### config.mk
export PLATFORM = sky130hd
export DESIGN_NAME = cpu_clock_ctrl
export DESIGN_NICKNAME = d
export VERILOG_FILES = /design/src/rtl/cpu_clock_ctrl.sv
export SDC_FILE = /design/constraint.sdc
export NUM_CORES = 1
export LEC_CHECK = 0
export ABC_AREA = 1
export CORE_MARGIN = 2
export CORE_UTILIZATION = 52
export DETAILED_ROUTE_END_ITERATION = 10
export PLACE_DENSITY_LB_ADDON = 0.25
export SLEW_MARGIN = 20
export SYNTH_ARGS = -nofsm -noshare
export SYNTH_HDL_FRONTEND = slang
export SYNTH_SLANG_ARGS = --single-unit
### constraint.sdc
create_clock -name clk -period 1.65 [get_ports clk]
set_input_delay 0.2475 -clock clk [delete_from_list [all_inputs] [get_ports clk]]
set_output_delay 0.2475 -clock clk [all_outputs]
set_load 0.02 [all_outputs]
### src/rtl/cpu_clock_ctrl.sv
// Turns the slow divider level into single-cycle cpu_en strobes in the clk domain,
// gated by run/halt/single-step control from debounced pushbuttons and CPU HLT.
module cpu_clock_ctrl #(
   parameter int DEBOUNCE_CYCLES = 270000,
   parameter int COUNT_W         = 32
) (
   input  logic               clk,
   input  logic               rst_btn,
   input  logic               tick_in,
   input  logic               run_btn,
   input  logic               step_btn,
   input  logic               cpu_halt,
   output logic               cpu_en,
   output logic               running,
   output logic [COUNT_W-1:0] cycle_count,
   output logic [1:0]         state_dbg
);

   localparam int CNT_W = (DEBOUNCE_CYCLES > 1) ? $clog2(DEBOUNCE_CYCLES) : 1;
   localparam logic [CNT_W-1:0] CNT_MAX = CNT_W'(DEBOUNCE_CYCLES - 1);

   typedef enum logic [1:0] {
      HALT = 2'd0,
      STEP = 2'd1,
      RUN  = 2'd2
   } state_t;

   state_t           state;
   logic [1:0]       sync1;
   logic [1:0]       sync2;
   logic [1:0]       deb;
   logic [1:0]       press;
   logic [CNT_W-1:0] cnt [2];
   logic             tick_prev;
   logic             tick_edge;
   logic             run_press;
   logic             step_press;

   // Bit 0 is the run button, bit 1 the step button; both idle high.
   always_ff @(posedge clk or negedge rst_btn) begin
      if (!rst_btn) begin
         sync1 <= 2'b11;
         sync2 <= 2'b11;
         deb   <= 2'b11;
         press <= 2'b00;
         for (int i = 0; i < 2; i++) cnt[i] <= '0;
      end else begin
         sync1 <= {step_btn, run_btn};
         sync2 <= sync1;
         for (int i = 0; i < 2; i++) begin
            press[i] <= 1'b0;
            if (sync2[i] == deb[i]) begin
               cnt[i] <= '0;
            end else if (cnt[i] == CNT_MAX) begin
               cnt[i]   <= '0;
               deb[i]   <= sync2[i];
               press[i] <= ~sync2[i];
            end else begin
               cnt[i] <= cnt[i] + CNT_W'(1);
            end
         end
      end
   end

   assign run_press  = press[0];
   assign step_press = press[1];

   // Reset to 1 so a high tick_in at reset release is not seen as a rising edge.
   always_ff @(posedge clk or negedge rst_btn) begin
      if (!rst_btn) tick_prev <= 1'b1;
      else          tick_prev <= tick_in;
   end

   assign tick_edge = tick_in & ~tick_prev;

   always_ff @(posedge clk or negedge rst_btn) begin
      if (!rst_btn) begin
         state       <= HALT;
         cpu_en      <= 1'b0;
         running     <= 1'b0;
         cycle_count <= '0;
      end else begin
         cpu_en <= 1'b0;
         case (state)
            HALT: begin
               if (run_press) begin
                  state   <= RUN;
                  running <= 1'b1;
               end else if (step_press) begin
                  state <= STEP;
               end
            end
            STEP: begin
               if (run_press) begin
                  state   <= RUN;
                  running <= 1'b1;
               end else if (tick_edge) begin
                  state       <= HALT;
                  cpu_en      <= 1'b1;
                  cycle_count <= cycle_count + COUNT_W'(1);
               end
            end
            RUN: begin
               // A halt request on the same cycle as a tick edge suppresses that strobe.
               if (cpu_halt || run_press) begin
                  state   <= HALT;
                  running <= 1'b0;
               end else if (tick_edge) begin
                  cpu_en      <= 1'b1;
                  cycle_count <= cycle_count + COUNT_W'(1);
               end
            end
            default: begin
               state   <= HALT;
               running <= 1'b0;
            end
         endcase
      end
   end

   assign state_dbg = state;

endmodule

After elaboration in Yosys (flattened, before gate mapping):

Index checks and enable logic that the tools add are counted.

* register bits after elaboration: 83
* bits in latches: 0
* memory bits (writable): 0
* memory bits (read-only): 0
* bits of input ports: 6
* output and inout port bits: 36
* logic and storage cells: 67
* memories: 0

* add/subtract/negate cells: 3
* multipliers: 0
* div/mod/pow operators: 0
* $lt $le $gt $ge: 0
* eq/ne operators: 12
* shifts and indexed selects: 0
* muxes and demuxes: 25
* bitwise logic cells: 6
* reduce and logical (&&, ||, !) cells: 9

Operators with widths (count)
* $mux 32: 3
* $mux 19: 4
* $pmux 32 s2: 1
* $add 19x1->19 const B: 2
* $eq 19x19->1 const B: 2
* $add 32x1->32 const B: 1
* $mux 2: 5
* $mux 1: 9
* $ne 2x2->1 const B: 3
* $ne 3x3->1 const B: 2
* $pmux 2 s3: 1
* $reduce_and 2->1: 3
* $reduce_and 3->1: 2
* $not 1->1: 5
* $pmux 1 s2: 2
* $eq 1x1->1: 2
* $eq 2x1->1 const B: 1
* $eq 2x2->1 const B: 1
* $logic_not 2->1: 1
* $ne 2x1->1 const B: 1
* $reduce_bool 2->1: 1
* $reduce_or 2->1: 1
* $and 1x1->1: 1
* $logic_or 1x1->1: 1

Longest topological paths before layout:

Gate-level depths: netlist of run 1.

* word-level depth: 5
* mapped depth: 12
* depth with buffers taken out: 11

Least setup slack after synthesis of run 1:

OpenSTA, ideal clock, no wires.

* path kind: flip-flop to flip-flop
* start: register state[1] (netlist: state_dbg[1])
* end: register cycle_count[5]
* library setup time: 0.118 ns
* arrival: 1.594 ns
* required time: 1.532 ns
* setup slack: -0.062 ns
* stages on the path, launching flop included: 10
* buffers on the path: 1
* period minus slack after synthesis: 1.712 ns
* cells stage by stage: dfrtp_1 > inv_1 > ha_1 > a21oi_2 > nand2_8 > buf_6 > nor2_4 > nand3_1 > nand2_1 > nand2_1

* longest elaborated chain between the ends: 3
* elaborated cells between the ends (all ways): 7
* classes of those cells: eq/ne: 4; mux: 1; reduce/logical: 2

Ends and longest elaborated chain
* start: declaration: RTL line 28 `state_t state;`
* start signal: assignment: RTL line 78 `state <= HALT;`
* start signal: assignment: RTL line 87 `state <= RUN;`
* start signal: assignment: RTL line 90 `state <= STEP;`
* $eq 2x2->1 or $eq 2x1->1 (tied branches): RTL line 84 `case (state)`
* $ne 2x2->1 (no line) or $reduce_bool 2->1 (tied branches)
* $reduce_and 3->1 (no line)
* end signal: assignment: RTL line 100 `cycle_count <= cycle_count + COUNT_W'(1);`
* end signal: assignment: RTL line 110 `cycle_count <= cycle_count + COUNT_W'(1);`
* end: declaration: RTL line 15 `output logic [COUNT_W-1:0] cycle_count,`

Several ways; a longest one is shown, not always the timed one.
A chain may end at the register's enable or synchronous reset.

Final worst setup path of run 1:

* start: register state[1] (netlist: state_dbg[1])
* end: register cycle_count[17]

The elaborated chain is that of the path after synthesis.

==> flow_summary.ini, run 1 <==
[run_status]
status = finished clean

[synth]
ys_seq_elements = 83
synth_area_leaders = dfrtp_1, nand2_1, nor2_1
synthDominantCellAreaShare_pct = 42.36
syn_area_per_cell_um2 = 8.207
syn-instance-count = 547
yosysTopAreaCell = dfrtp_1
syn_area_mm2 = 0.004489
ys_seq_area_share_pct = 46.46
syn_nets = 559
synth_cell_types = 35
yosysWarnings = 0

[global_route]
antenna_found_initial = 0
grt_max_degree = 41
globalRouteTotalUtil_pct = 21.82
grt_overflow_total = 0
grt_pass1_vias = 3607
grt_pass1_wl_um = 17040

[power_and_ir_drop]
power_leakage_nw = 2.607
p_sw_mw = 1.284
intPower_mw = 3.345
pwr-share-comb_pct = 15.9
clock_power_share_pct = 36.0
power_density_mw_per_mm2 = 850.0
p_seq_share_pct = 48.1
switching_share_pct = 27.74
ir_worst_vdd_v = 0.0007191

[sta]
slew-limit-headroom_pct = 78.42
hold_violations = 0
setup_viol = 0
slew_viol_final = 0
min_period_over_period_pct = 99.00
max_slew.worst_pin.slew_ns = 0.3213
worst_clock_skew_ns = 0.01273
period_needed_ns = 1.634
rsz0062_at_grt = yes
max_freq_mhz = 612.2

[final_layout]
finalNonFillerCells = 722
diodes = 0
nets = 624
drive_above_1_share_pct = 15.07
final_util_pct = 65.63
final_cell_mix = nand2_1, nor2_1, dfrtp_1, inv_1, dlygate4sd2_1
final_common_cell = nand2_1
fin_area_mm2 = 0.005446
syn_to_final_growth_pct = 21.32
fillers = 688

[die]
rows = 33
design.core.area_mm2 = 0.008299
start_util_pct = 54.09
ios = 42
die_w_um = 96.92
die-area_mm2 = 0.009393
die_h_um = 96.92

[setup_path]
cp-end-kind = flip-flop
cp_slowest_stage_delay_ns = 0.43
cp_top_family = simple AND/OR/NAND/NOR gates
crit_top_cell = nand2_1
startpoint_type = flip-flop
critical-path-slowest-cell = dfrtp_1
path_buf_inv = 1
worstPathMaxFanout = 6
critical_path_arrival_ns = 1.88
criticalPathCategory = flip-flop to flip-flop
crit_required_ns = 1.89
cp_cell_sequence = inv_2 > ha_4 > a21oi_4 > nand2_8 > nor2_4 > nand3_1 > nand2_1 > nand2_1

[clock_network]
root_buffer = clkbuf_8
clock_path_buffers = 2
cts_tree = done
htreeDepth = 3
clk_pin_slew_ns = 0.08
cts_buffers = 9
clock_sinks = 83
worstSkewPairLatency_ns = 0.36

[drt]
drt_iter0_drc = 200
ant_nets = 0
vias = 3728
finalWirelength_um = 9827
top_layer_used = met4
viasPerCell = 5.163
met3_length_um = 478
dr.pass1.iters = 4
m1WireLength_um = 4620
wl_met2_um = 4621
wl_per_cell_um = 13.61
drcViolationCount = 0

[worst_hold_path]
min_path_type = primary input to flip-flop

[place]
port_buffers = 41
placed_cells = 700
place_area_mm2 = 0.005100
hpwl_um = 7028
gp_congestion = 0.8872

[run]
maxCapViolations = 0
==> metrics by stage <==
step	worst slack [ns]	TNS (ns)	hold slack, ns	total power [mW]
after floorplan	0.01077	0	-0.04809	2.666
after global placement	-0.02582	-0.2127	0.1661	2.921
after detailed placement	-0.05490	-0.7250	0.1714	2.950
after CTS	-0.008318	-0.02326	0.2769	4.609
after global routing	-0.07918	-0.4692	0.2964	4.839
final	0.01647	0	0.2896	4.630
==> final timing paths <==
kind	to	slack, ns	start	depth (start not counted)
worst max register to register	cycle_count[17]	0.02	state_dbg[1]	8
min in group asynchronous	cnt[34]	0.33	rst_btn	2
max in group asynchronous	deb[1]	0.67	rst_btn	3
worst max-delay path	cycle_count[17]	0.02	state_dbg[1]	8
worst min-delay path	sync1[1]	0.29	step_btn	1
worst min register to register	sync2[1]	0.36	sync1[1]	0
==> kinds of logic (layout without fill, tap and decap cells) <==
group | after synthesis | in the layout | share of synthesized area (%)
buffers and inverters | 60 | 128 | 5.240
adder cells (fa/ha/maj) | 6 | 6 | 1.672
flip-flops | 83 | 83 | 46.46
XOR/XNOR | 39 | 39 | 7.609
AND/OR/NAND/NOR | 348 | 350 | 37.65
AO/OA/AOI/OAI | 11 | 11 | 1.366
==> cell usage after synthesis, drive strengths merged <==
master,number
o21ai,4
xnor2,16
and2,1
nand4,20
nor2,116
inv,58
o211ai,1
nor3b,5
a21oi,6
nand3,34
xor2,23
ha,6
clkinv,1
buf,1
dfstp,7
or2,1
nor3,14
nand2,153
dfrtp,76
nand3b,4
==> routing by layer <==
metal | GRT usage, % | vias to the layer above
li1 | - | 1852
met1 | 30.64 | 1777
met2 | 34.24 | 91
met4 | 5.742 | 0
met3 | 5.130 | 8
met5 | 0 | -
==> registers in the layout (all words and copies together), names as in the netlist, 2 cells and up <==
register	cells
cnt	38
cycle_count	32
deb	2
press	2
state_dbg	2
sync1	2
sync2	2
==> power groups by stage <==
stage | sequential [mW] | clock [mW] | combinational (mW)
3_5_place_dp | 2.25 | 0 | 0.696
6_report | 2.22 | 1.67 | 0.736
5_1_grt | 2.24 | 1.79 | 0.808
3_3_place_gp | 2.25 | 0 | 0.671
2_1_floorplan | 2.32 | 0 | 0.347
4_1_cts | 2.22 | 1.70 | 0.688
==> what timing repair did <==
item,4_1_cts,5_1_grt
cloned,1,1
setup endpoints to repair,39,51
hold buffers,1,0
hold endpoints to repair,22,0
setup buffers,0,3
gates resized for setup,31,22
pin swaps,2,6
==> worst reg2reg max path: stages, from the launching register on <==
cell and delay (ns):
dfrtp_1 0.43, inv_2 0.08, ha_4 0.18, a21oi_4 0.25
nand2_8 0.14, nor2_4 0.22, nand3_1 0.10, nand2_1 0.08
nand2_1 0.04
==> cell type report <==
type	instances	area, um2	share of cell area [%]
sequential	83	2087	38.32
tap	105	131.4	2.412
timing repair buffer	53	505.5	9.281
clock buffer	12	155.1	2.849
clock inverter	4	72.57	1.332
multi-input combinational	406	2266	41.60
inverter	59	229.0	4.204
Power figures use the tool's default switching activity.
==> run 2: changes to the inputs <==
--- a/config.mk
+++ b/config.mk
@@ -10,6 +10,7 @@
 export CORE_UTILIZATION = 52
 export DETAILED_ROUTE_END_ITERATION = 10
 export PLACE_DENSITY_LB_ADDON = 0.25
+export REMOVE_ABC_BUFFERS = 1
 export SLEW_MARGIN = 20
 export SYNTH_ARGS = -nofsm -noshare
 export SYNTH_HDL_FRONTEND = slang
==> flow_summary.ini, run 2 (synthesized netlist as in run 1, its figures left out) <==
[final_layout]
largestRegisters = cnt x38, cycle_count x32
final_cell_mix = nand2_1, nor2_1, dfrtp_1, inv_1, dlygate4sd2_1
final_common_cell = nand2_1
fillers = 696
fin_area_mm2 = 0.005459
diodes = 0
top_register = cnt
largest_reg_flops = 38
drive_above_1_share_pct = 16.56
syn_to_final_growth_pct = 21.60
nets = 629

[power_and_ir_drop]
ir_worst_vdd_v = 0.0005936
power_leakage_nw = 2.570
power_density_mw_per_mm2 = 828.9
total_power_mw = 4.525

[sta]
fin_setup_tns_ns = 0
hold_violations = 0
worst_clock_skew_ns = 0.007429
min_period_over_period_pct = 94.16
max_slew.worst_pin.slew_ns = 0.4385
slew-limit-headroom_pct = 70.76
rsz0062_at_grt = no
period_needed_ns = 1.554
setup_viol = 0
slew_viol_final = 0
max_freq_mhz = 643.7

[setup_path]
reg2regPathDepth = 9
critical-path-slowest-cell = clkdlybuf4s50_1
startpoint_type = flip-flop
r2r-start = state_dbg[0]
critPathLaunch = running
crit_required_ns = 1.40
cp-end-kind = output pin
rr_endpoint = cycle_count[17]
cp_slowest_stage_delay_ns = 0.60
path_buf_inv = 1
cp_cell_sequence = clkdlybuf4s50_1
criticalPathCategory = flip-flop to output pin
worst-r2r-setup-slack_ns = 0.1
endpoint = running
cp_top_family = buffers and inverters
worstPathMaxFanout = 2
critical_path_arrival_ns = 1.31
crit_cells = 1

[place]
place_area_mm2 = 0.005105
port_buffers = 41
gp_congestion = 0.8948
hpwl_um = 6855

[drt]
viasPerCell = 5.103
drcViolationCount = 0
vias = 3710
finalWirelength_um = 9362
wl_per_cell_um = 12.88
dr.pass1.iters = 4
ant_nets = 0
drt_iter0_drc = 137

[global_route]
grt_pass1_wl_um = 15790
antenna_found_initial = 0
grt_overflow_total = 0
grt_max_degree = 84
grt_pass1_vias = 3382
globalRouteTotalUtil_pct = 20.32

[die]
design.core.area_mm2 = 0.008299
die-area_mm2 = 0.009393
die_h_um = 96.92
start_util_pct = 54.09
die_w_um = 96.92
ios = 42
rows = 33

[worst_hold_path]
min_path_type = primary input to flip-flop

[clock_network]
htreeDepth = 3
clk_pin_slew_ns = 0.09
worstSkewPairLatency_ns = 0.36
cts_buffers = 9
cts_tree = done
root_buffer = clkbuf_8
clock_sinks = 83
clock_path_buffers = 2

[run_status]
status = finished clean

[run]
maxCapViolations = 0
run 2: cell count changes in the layout (fill, tap and decap cells not counted), moves of 3 or more:
cell	delta
buf_4	+6
dlygate4sd2_1	+3
dlymetal6s2s_1	-3
inv_6	+4
run 2: layout make-up:
cell class	instances	area, um2	share of cell area (%)
flip-flops and latches	83	2087	38.23
clock inverters	7	81.33	1.490
well taps	105	131.4	2.407
repair buffers	57	508.0	9.306
multi-input cells	407	2298	42.10
inverters	59	229.0	4.194
clock buffers	9	123.9	2.269
run 2: worst min path at each step:
stage | end | startpoint | cells past startpoint | slack [ns]
CTS | sync1[1] | step_btn | 1 | 0.26
global placement | cpu_en | rst_btn | 2 | 0.31
floorplan | cnt[0] | rst_btn | 0 | -0.05
finish | sync1[1] | step_btn | 1 | 0.29
detailed placement | cpu_en | rst_btn | 2 | 0.31
global route | sync1[1] | step_btn | 1 | 0.26
run 2: metrics by stage:
stage	cells	utilization, %	setup WS [ns]	hold WS, ns
after floorplan	546	-	-0.04054	-0.04809
after global placement	702	61.51	-0.07531	0.3094
after detailed placement	702	61.51	-0.1122	0.3133
after CTS	719	63.83	0.001484	0.2626
after global routing	727	65.78	0.002392	0.2564
final	727	65.78	0.09640	0.2857
run 2: repair_timing:
item,4_1_cts,5_1_grt
cloned,0,3
pin swaps,0,7
hold endpoints to repair,76,0
gates resized for setup,35,25
hold buffers,1,0
endpoints found under the setup margin,39,49
buffers inserted,0,5
run 2: layer usage:
layer	global-route usage (%)	up-vias	wire length, um
li1	-	1871	-
met1	27.28	1764	4281
met2	33.55	67	4665
met3	5.058	8	344
met4	4.442	0	70
met5	0	-	0
run 2: power by group:
part           leakage (nW)  internal, mW  total (mW)  switching [mW]
sequential             1.12          2.12        2.22           0.101
combinational          1.35         0.320       0.785           0.465
clock                 0.101         0.723        1.52           0.793
